<file path="src/rtl/serdes_pkg.sv">
// rtl/serdes_pkg.sv - shared widths for the 512-to-64 serializer slice
package serdes_pkg;
    localparam int WORD_W     = 512;
    localparam int LANE_W     = 64;
    localparam int LANES      = WORD_W / LANE_W;
    localparam int LANE_IDX_W = 3;
endpackage

</file>
<file path="src/rtl/serializer_512_to_64_if.sv">
// rtl/serializer_512_to_64_if.sv - word-in / lane-out bus of the serializer
interface serializer_512_to_64_if
    import serdes_pkg::*;
#(
    parameter int DEPTH = 4
);
    localparam int CNT_W = $clog2(DEPTH + 1);

    logic                  clr;
    logic [WORD_W-1:0]     data_in;
    logic                  wr_enable;
    logic                  full;
    logic                  almost_full;
    logic [LANE_W-1:0]     data_out;
    logic                  rd_enable;
    logic                  empty;
    logic [CNT_W-1:0]      word_count;
    logic [LANE_IDX_W-1:0] lane;

    modport master (
        output clr, data_in, wr_enable, rd_enable,
        input  full, almost_full, data_out, empty, word_count, lane
    );

    modport slave (
        input  clr, data_in, wr_enable, rd_enable,
        output full, almost_full, data_out, empty, word_count, lane
    );
endinterface

</file>
<file path="src/rtl/word_fifo.sv">
// rtl/word_fifo.sv - DEPTH x 512-bit first-word-fall-through FIFO
module word_fifo
    import serdes_pkg::*;
#(
    parameter  int DEPTH = 4,
    localparam int PTR_W = $clog2(DEPTH),
    localparam int CNT_W = $clog2(DEPTH + 1)
) (
    input  logic              clk,
    input  logic              rst,
    input  logic              clr,
    input  logic              push,
    input  logic [WORD_W-1:0] push_data,
    input  logic              pop,
    output logic [WORD_W-1:0] head,
    output logic [CNT_W-1:0]  count,
    output logic              full,
    output logic              empty
);
    logic [WORD_W-1:0] mem [DEPTH];
    logic [PTR_W-1:0]  wr_ptr;
    logic [PTR_W-1:0]  rd_ptr;
    logic              push_ok;
    logic              pop_ok;

    assign full    = (count == CNT_W'(DEPTH));
    assign empty   = (count == '0);
    assign push_ok = push && !full;
    assign pop_ok  = pop && !empty;
    assign head    = mem[rd_ptr];

    // DEPTH is a power of two, so natural pointer overflow is the modulo wrap
    always_ff @(posedge clk) begin
        if (!rst || clr) begin
            wr_ptr <= '0;
            rd_ptr <= '0;
            count  <= '0;
        end else begin
            if (push_ok) wr_ptr <= wr_ptr + PTR_W'(1);
            if (pop_ok)  rd_ptr <= rd_ptr + PTR_W'(1);
            case ({push_ok, pop_ok})
                2'b10:   count <= count + CNT_W'(1);
                2'b01:   count <= count - CNT_W'(1);
                default: count <= count;
            endcase
        end
    end

    always_ff @(posedge clk) begin
        if (rst && !clr && push_ok) mem[wr_ptr] <= push_data;
    end
endmodule

</file>
<file path="src/rtl/serializer_512_to_64.sv">
// rtl/serializer_512_to_64.sv - serializes buffered 512-bit words into eight 64-bit lanes
module serializer_512_to_64
    import serdes_pkg::*;
#(
    parameter int DEPTH = 4
) (
    input  logic                    clk,
    input  logic                    rst,
    serializer_512_to_64_if.slave   bus
);
    localparam int CNT_W = $clog2(DEPTH + 1);

    logic [WORD_W-1:0]     head;
    logic [CNT_W-1:0]      count;
    logic                  fifo_full;
    logic                  fifo_empty;
    logic [LANE_IDX_W-1:0] lane_q;
    logic                  rd_acc;
    logic                  pop;

    assign rd_acc = bus.rd_enable && !fifo_empty;
    // the head word leaves only once its last lane has been consumed
    assign pop    = rd_acc && (lane_q == LANE_IDX_W'(LANES - 1));

    word_fifo #(.DEPTH(DEPTH)) u_word_fifo (
        .clk       (clk),
        .rst       (rst),
        .clr       (bus.clr),
        .push      (bus.wr_enable),
        .push_data (bus.data_in),
        .pop       (pop),
        .head      (head),
        .count     (count),
        .full      (fifo_full),
        .empty     (fifo_empty)
    );

    always_ff @(posedge clk) begin
        if (!rst || bus.clr) lane_q <= '0;
        else if (rd_acc)     lane_q <= lane_q + LANE_IDX_W'(1);
    end

    assign bus.full        = fifo_full;
    assign bus.empty       = fifo_empty;
    assign bus.almost_full = (count >= CNT_W'(DEPTH - 1));
    assign bus.word_count  = count;
    assign bus.lane        = lane_q;
    assign bus.data_out    = fifo_empty ? '0 : head[lane_q*LANE_W +: LANE_W];
endmodule

</file>
<file path="src/flat_wrapper.sv">
// flat-port wrapper written by rule: the top's interface ports become plain ports
module serializer_512_to_64_flat import serdes_pkg::*;
#(
    parameter int DEPTH = 4
)
  (clk, rst, bus_clr, bus_data_in, bus_wr_enable, bus_rd_enable, bus_full, bus_almost_full, bus_data_out, bus_empty, bus_word_count, bus_lane);
  serializer_512_to_64_if #(.DEPTH(DEPTH)) bus_i ();
  input  logic clk;
  input  logic rst;
  input wire logic [$bits(bus_i.clr)-1:0] bus_clr;
  input wire logic [$bits(bus_i.data_in)-1:0] bus_data_in;
  input wire logic [$bits(bus_i.wr_enable)-1:0] bus_wr_enable;
  input wire logic [$bits(bus_i.rd_enable)-1:0] bus_rd_enable;
  output wire logic [$bits(bus_i.full)-1:0] bus_full;
  output wire logic [$bits(bus_i.almost_full)-1:0] bus_almost_full;
  output wire logic [$bits(bus_i.data_out)-1:0] bus_data_out;
  output wire logic [$bits(bus_i.empty)-1:0] bus_empty;
  output wire logic [$bits(bus_i.word_count)-1:0] bus_word_count;
  output wire logic [$bits(bus_i.lane)-1:0] bus_lane;
  assign bus_i.clr = bus_clr;
  assign bus_i.data_in = bus_data_in;
  assign bus_i.wr_enable = bus_wr_enable;
  assign bus_i.rd_enable = bus_rd_enable;
  assign bus_full = bus_i.full;
  assign bus_almost_full = bus_i.almost_full;
  assign bus_data_out = bus_i.data_out;
  assign bus_empty = bus_i.empty;
  assign bus_word_count = bus_i.word_count;
  assign bus_lane = bus_i.lane;
  serializer_512_to_64 #(.DEPTH(DEPTH)) u_core (.clk(clk), .rst(rst), .bus(bus_i));
endmodule
</file>
<file path="config.mk">
export PLATFORM = sky130hd
export DESIGN_NAME = serializer_512_to_64_flat
export DESIGN_NICKNAME = d
export VERILOG_FILES = /design/src/rtl/serdes_pkg.sv /design/src/rtl/serializer_512_to_64_if.sv /design/src/rtl/word_fifo.sv /design/src/rtl/serializer_512_to_64.sv /design/src/flat_wrapper.sv
export SDC_FILE = /design/constraint.sdc
export NUM_CORES = 2
export LEC_CHECK = 0
export CAP_MARGIN = 20
export CORE_MARGIN = 2
export CORE_UTILIZATION = 58
export CTS_CLUSTER_SIZE = 10
export DETAILED_ROUTE_END_ITERATION = 16
export GPL_ROUTABILITY_DRIVEN = 0
export PLACE_DENSITY = 0.79
export SLEW_MARGIN = 20
export SYNTH_ARGS = -nofsm -noshare
export SYNTH_HDL_FRONTEND = slang
export SYNTH_SLANG_ARGS = --single-unit
</file>
<file path="constraint.sdc">
create_clock -name clk -period 17.1 [get_ports clk]
set_input_delay 2.565 -clock clk [delete_from_list [all_inputs] [get_ports clk]]
set_output_delay 2.565 -clock clk [all_outputs]
set_load 0.02 [all_outputs]
</file>
; ---- Word-level counts from Yosys, hierarchy flattened
; Memories as Yosys holds them, arrays and structs flattened. A register that Yosys moved wholly into a read port is not among the register bits.
; Cells that the tools add are included.
[word_totals]
latchBits = 0
input_bits = 517
mem_count = 1
mem_bits_rw = 2048
romBits = 0
reg_bits = 10
[classes]
bitwise_logic = 0
reduce_logical = 13
n_eq_ne = 4
mul = 0
n_addsub = 5
div_mod_pow = 0
n_lt_le_gt_ge = 1
shift = 1
n_mux = 6
[mem_list]
columns = memory, words, word_bits, read_ports, rd_clocked_by_memory_dff, wr, line
row1 = u_core.u_word_fifo.mem, 4, 512, 1, 1, 1, word_fifo.sv:20  ; logic [WORD_W-1:0] mem [DEPTH];
[op_table]
columns = cell, count
row1 = $shiftx A512 B10 Y64, 1
row2 = $mux W64, 1
row3 = $add A3 B1 Y3 const B, 2
row4 = $eq A3 B3 Y1 const B, 2
row5 = $logic_and A1 B1 Y1, 6
row6 = $pmux W3 S2, 1
row7 = $add A2 B1 Y2 const B, 2
row8 = $logic_not A1 Y1, 4
row9 = $mux W2, 2
row10 = $ge A3 B2 Y1 const B, 1
row11 = $logic_not A3 Y1, 1
row12 = $sub A3 B1 Y3 const B, 1
row13 = $eq A2 B1 Y1 const B, 1
row14 = $eq A2 B2 Y1 const B, 1
row15 = $mux W1, 2
row16 = $reduce_bool A2 Y1, 1
row17 = $logic_or A1 B1 Y1, 1

; ---- Logic depth before layout (Yosys ltp)
[depth]
depth_word = 7
mapped_depth = 10
depth_no_buf = 9

; ---- Modules after synthesis
; A second synthesis with hierarchy kept.
[hier_totals]
hier_cells = 3041
area_unflattened_um2 = 78713.0
[by_module_without_submodules]
columns = module, area_per_inst_um2, instances, seq_area_each_um2, cells_each
row1 = word_fifo, 74519.0, 1, 61679.2, 2728
row2 = serializer_512_to_64, 4194.0, 1, 60.1, 313

; ---- Worst setup path after synthesis
; No wires, ideal clock.
[synth_timing]
path_type = input-to-reg
from = input bus_clr
to = memory u_core.u_word_fifo.mem[0][0] (enable)
t_required_ns = 16.154
stages = 3
t_arrival_ns = 14.483
n_path_buf = 0
slack_ns = 1.671
cell_sequence = nand2b_1 > nor2_1 > and2_1
[synth_via]
elab_chain_cells = 5
[synth_lines]
columns = element, line
row1 = from (decl), flat_wrapper.sv:10  ; input wire logic [$bits(bus_i.clr)-1:0] bus_clr;
row2 = $logic_not A1 Y1, word_fifo.sv:50  ; if (rst && !clr && push_ok) mem[wr_ptr] <= push_data;
row3 = $logic_and A1 B1 Y1 (2 in a row), word_fifo.sv:50
row4 = $mux W1, word_fifo.sv:50
row5 = $mux W1 (implied by the code), word_fifo.sv:50
row6 = to (decl), word_fifo.sv:20
; No other way between the ends.

==> impl_metrics.env <==
export IMPL_status="finished, final reports clean"
export IMPL_port_buffer_count=589
export IMPL_synthCells=3300
export IMPL_grt_pass1_vias=38384
export IMPL_synthTopCellsByArea="edfxtp_1 (78%), mux4_2 (14%), mux2i_1 (3.0%)"
export IMPL_antenna_found_initial=68
export IMPL_synth_top_area_share_pct=78.3
export IMPL_rsz0062_at_grt="false"
export IMPL_final_min_clock_period_ns=8.61
export IMPL_clkTransAtPathRegs_ns=0.06
export IMPL_cp_end_kind="primary output"
export IMPL_final_cell_mix="edfxtp_1 (2,048), clkdlybuf4s50_1 (589), mux4_2 (504), mux2i_1 (237), clkbuf_16 (228)"
export IMPL_hold_class="reg -> reg"
export IMPL_ys_types=43
export IMPL_dpl_hpwl_um=101000
export IMPL_max_vdd_ir_drop_mv=0.0983
export IMPL_ys_seq_area_share_pct=78.6
export IMPL_wire_per_inst_um=29.8
export IMPL_total_power_uw=10100
export IMPL_final_common_cell="edfxtp_1"
export IMPL_clock_sinks=2060
export IMPL_critPathRequiredTime_ns=14.53
export IMPL_multi_input_area_um2=15800
export IMPL_cpMostUsedCell="buf_4"
export IMPL_fin_crit_sh_pct=50.3
export IMPL_cts_inserted_buffers=225
export IMPL_clock_skew_ns=0.0312
export IMPL_vias_per_cell=6.31
export IMPL_post_cts_buffers=0
export IMPL_pin_count=590
export IMPL_syn2layout_area_growth_pct=17.7
export IMPL_stdcell_count=5867
export IMPL_ant_nets=0
export IMPL_tns_ns=0
export IMPL_floorplan_initialDensity_pct=58.2
export IMPL_grt_total_usage_pct=25.2
export IMPL_clockBufferDepth=3
export IMPL_setup_viol_count_final=0
export IMPL_num_rows=135
export IMPL_path_max_fanout=62
export IMPL_drcViolationCount=0
export IMPL_dr_pass1_iters=6
export IMPL_nFillCells=7881
export IMPL_maxCapViolCount=0
export IMPL_relSlewSlack_pct=25.9
export IMPL_slew_violations=0
export IMPL_critPathLaunchType="register"
export IMPL_path_class="reg -> out"
export IMPL_fmax_mhz=116
export IMPL_die_y_um=372
export IMPL_leakagePower_uw=0.0279
export IMPL_dr_total_vias=37023
export IMPL_gr_total_overflow=0
export IMPL_tightest_slew_ns=1.11
export IMPL_drt_iter0_markers=3795
export IMPL_die_w_um=372
export IMPL_ctsHoldBuffers=0
export IMPL_drive_gt1_share_pct=20.4
export IMPL_drt_total_wl_um=175000
export IMPL_clockRootBuffer="clkbuf_16"
export IMPL_r2r_slack_ns=11.80
export IMPL_synth_seq_cells=2060
export IMPL_grt_pass1_wl_um=252000
export IMPL_critPathSlowestCell="buf_4"
export IMPL_cts_resized=0
export IMPL_core_um2=135000
export IMPL_register_area_um2=61800
export IMPL_cpPeakStageDelay_ns=0.80
export IMPL_cts_max_level=4
export IMPL_yosysTopAreaCell="edfxtp_1"
export IMPL_crit_chain="buf_4 -> buf_4 -> buf_4 -> mux4_2 -> mux2i_1 -> o22ai_1 -> or2_1 -> clkdlybuf4s50_1"
export IMPL_clock_latency_ns=0.83
export IMPL_yosysWarnings=0
export IMPL_die_area_um2=138000
export IMPL_hold_viol=0
export IMPL_fin_nets=4522
export IMPL_powerDensity_nw_per_um2=109
export IMPL_avgSynthCellArea_um2=23.8
export IMPL_grt_max_degree=142
export IMPL_synth_nets=3825
export IMPL_cts_tree="yes"
export IMPL_cp_data_arrival_time_ns=6.04
export IMPL_syn_area_um2=78500
export IMPL_dp_cells=5551
-- report_power, final --
part | internal [uW] | leakage, uW | switching, uW | total [uW]
Combinational | 161 | 0.00630 | 146 | 308
Sequential | 5610 | 0.0186 | 12.9 | 5630
Clock | 2380 | 0.00297 | 1790 | 4170
Total | 8150 | 0.0279 | 1950 | 10100
-- through the flow --
step           utilization, %  area [um2]  hold WS [ns]  setup slack [ns]
6_report                 68.5       92400         0.541              8.49
3_3_place_gp             63.9       86200         0.504              9.38
4_1_cts                  68.4       92300         0.539              8.42
5_1_grt                  68.4       92400         0.587              8.26
3_5_place_dp             63.9       86200         0.531              9.39
2_1_floorplan               -       78500         0.485              1.67
-- logic make-up after synthesis --
logic type | count (synthesis) | synth area share [%]
AOI/OAI and AO/OA | 148 | 1.22
xor gates and xnor gates | 6 | 0.0669
adders and majority gates | 8 | 0.137
buffers and inverters | 181 | 1.28
DFF | 2060 | 78.6
muxes | 757 | 17.7
and+or+nand+nor | 140 | 0.973
-- critical path, delay by kind of cell (launching register included) --
kind / cells / cell delay [ns]
buffers and inverters: 4 / 2.82
muxes: 2 / 0.95
AOI/OAI and AO/OA: 1 / 0.20
and+or+nand+nor: 1 / 0.32
DFF: 1 / 0.63
-- state kept, by name, summed over array words and instances, names as in the netlist, named ones only --
name / cells
u_core.u_word_fifo.mem: 2048
u_core.u_word_fifo.rd_ptr: 2
u_core.bus.lane: 3
u_core.u_word_fifo.wr_ptr: 2
u_core.u_word_fifo.count: 3
-- Yosys cell counts --
library cell	count
a21oi_1	4
mux2_2	16
a211oi_1	2
nor2_1	15
nand2_1	19
o211ai_1	1
o21ai_1	2
buf_6	32
o2111ai_1	1
o31ai_1	1
a221o_1	3
buf_2	31
o21ai_0	9
buf_1	38
a2111oi_0	2
edfxtp_1	2048
clkbuf_1	60
o22ai_1	111
fa_1	1
nand3_1	11
ha_1	7
mux2i_1	237
or3_1	3
inv_1	6
or2_2	1
nor2b_1	6
nor4_1	3
xnor2_1	2
nand2b_1	7
xor2_1	4
dfxtp_1	12
a22o_1	5
and3_1	5
nand3b_1	2
mux4_2	504
a21o_1	2
o221ai_1	3
or2_1	51
a22oi_1	2
clkinv_1	1
nor3_1	12
and2_1	5
buf_4	13
-- area by class of cell --
type | count | area share [%]
multi-input combinational | 1059 | 17.1
clock buffer | 273 | 6.36
timing repair buffer | 644 | 6.91
antenna | 26 | 0.0704
tap | 1781 | 2.41
inverter | 7 | 0.0284
sequential | 2060 | 66.8
clock inverter | 17 | 0.263
-- metal layers --
metal / up-vias / share of wire (%) / GRT usage [%]
met5: - / 0.31 / 0
met4: 86 / 2.1 / 7.45
met3: 325 / 9.1 / 7.39
met2: 1665 / 51 / 40.8
met1: 19481 / 38 / 33.5
li1: 15466 / - / -
-- path summary, 6_finish.rpt --
kind,startpoint,end,cells past startpoint
worst min register to register,u_core.u_word_fifo.rd_ptr[1],u_core.u_word_fifo.rd_ptr[1],2
worst min-delay path,u_core.u_word_fifo.rd_ptr[1],u_core.u_word_fifo.rd_ptr[1],2
worst max register to register,u_core.u_word_fifo.count[0],u_core.u_word_fifo.mem[0][415],8
worst max-delay path,register,bus_data_out[1],8
Note: power is estimated with default switching activity, not from simulation.
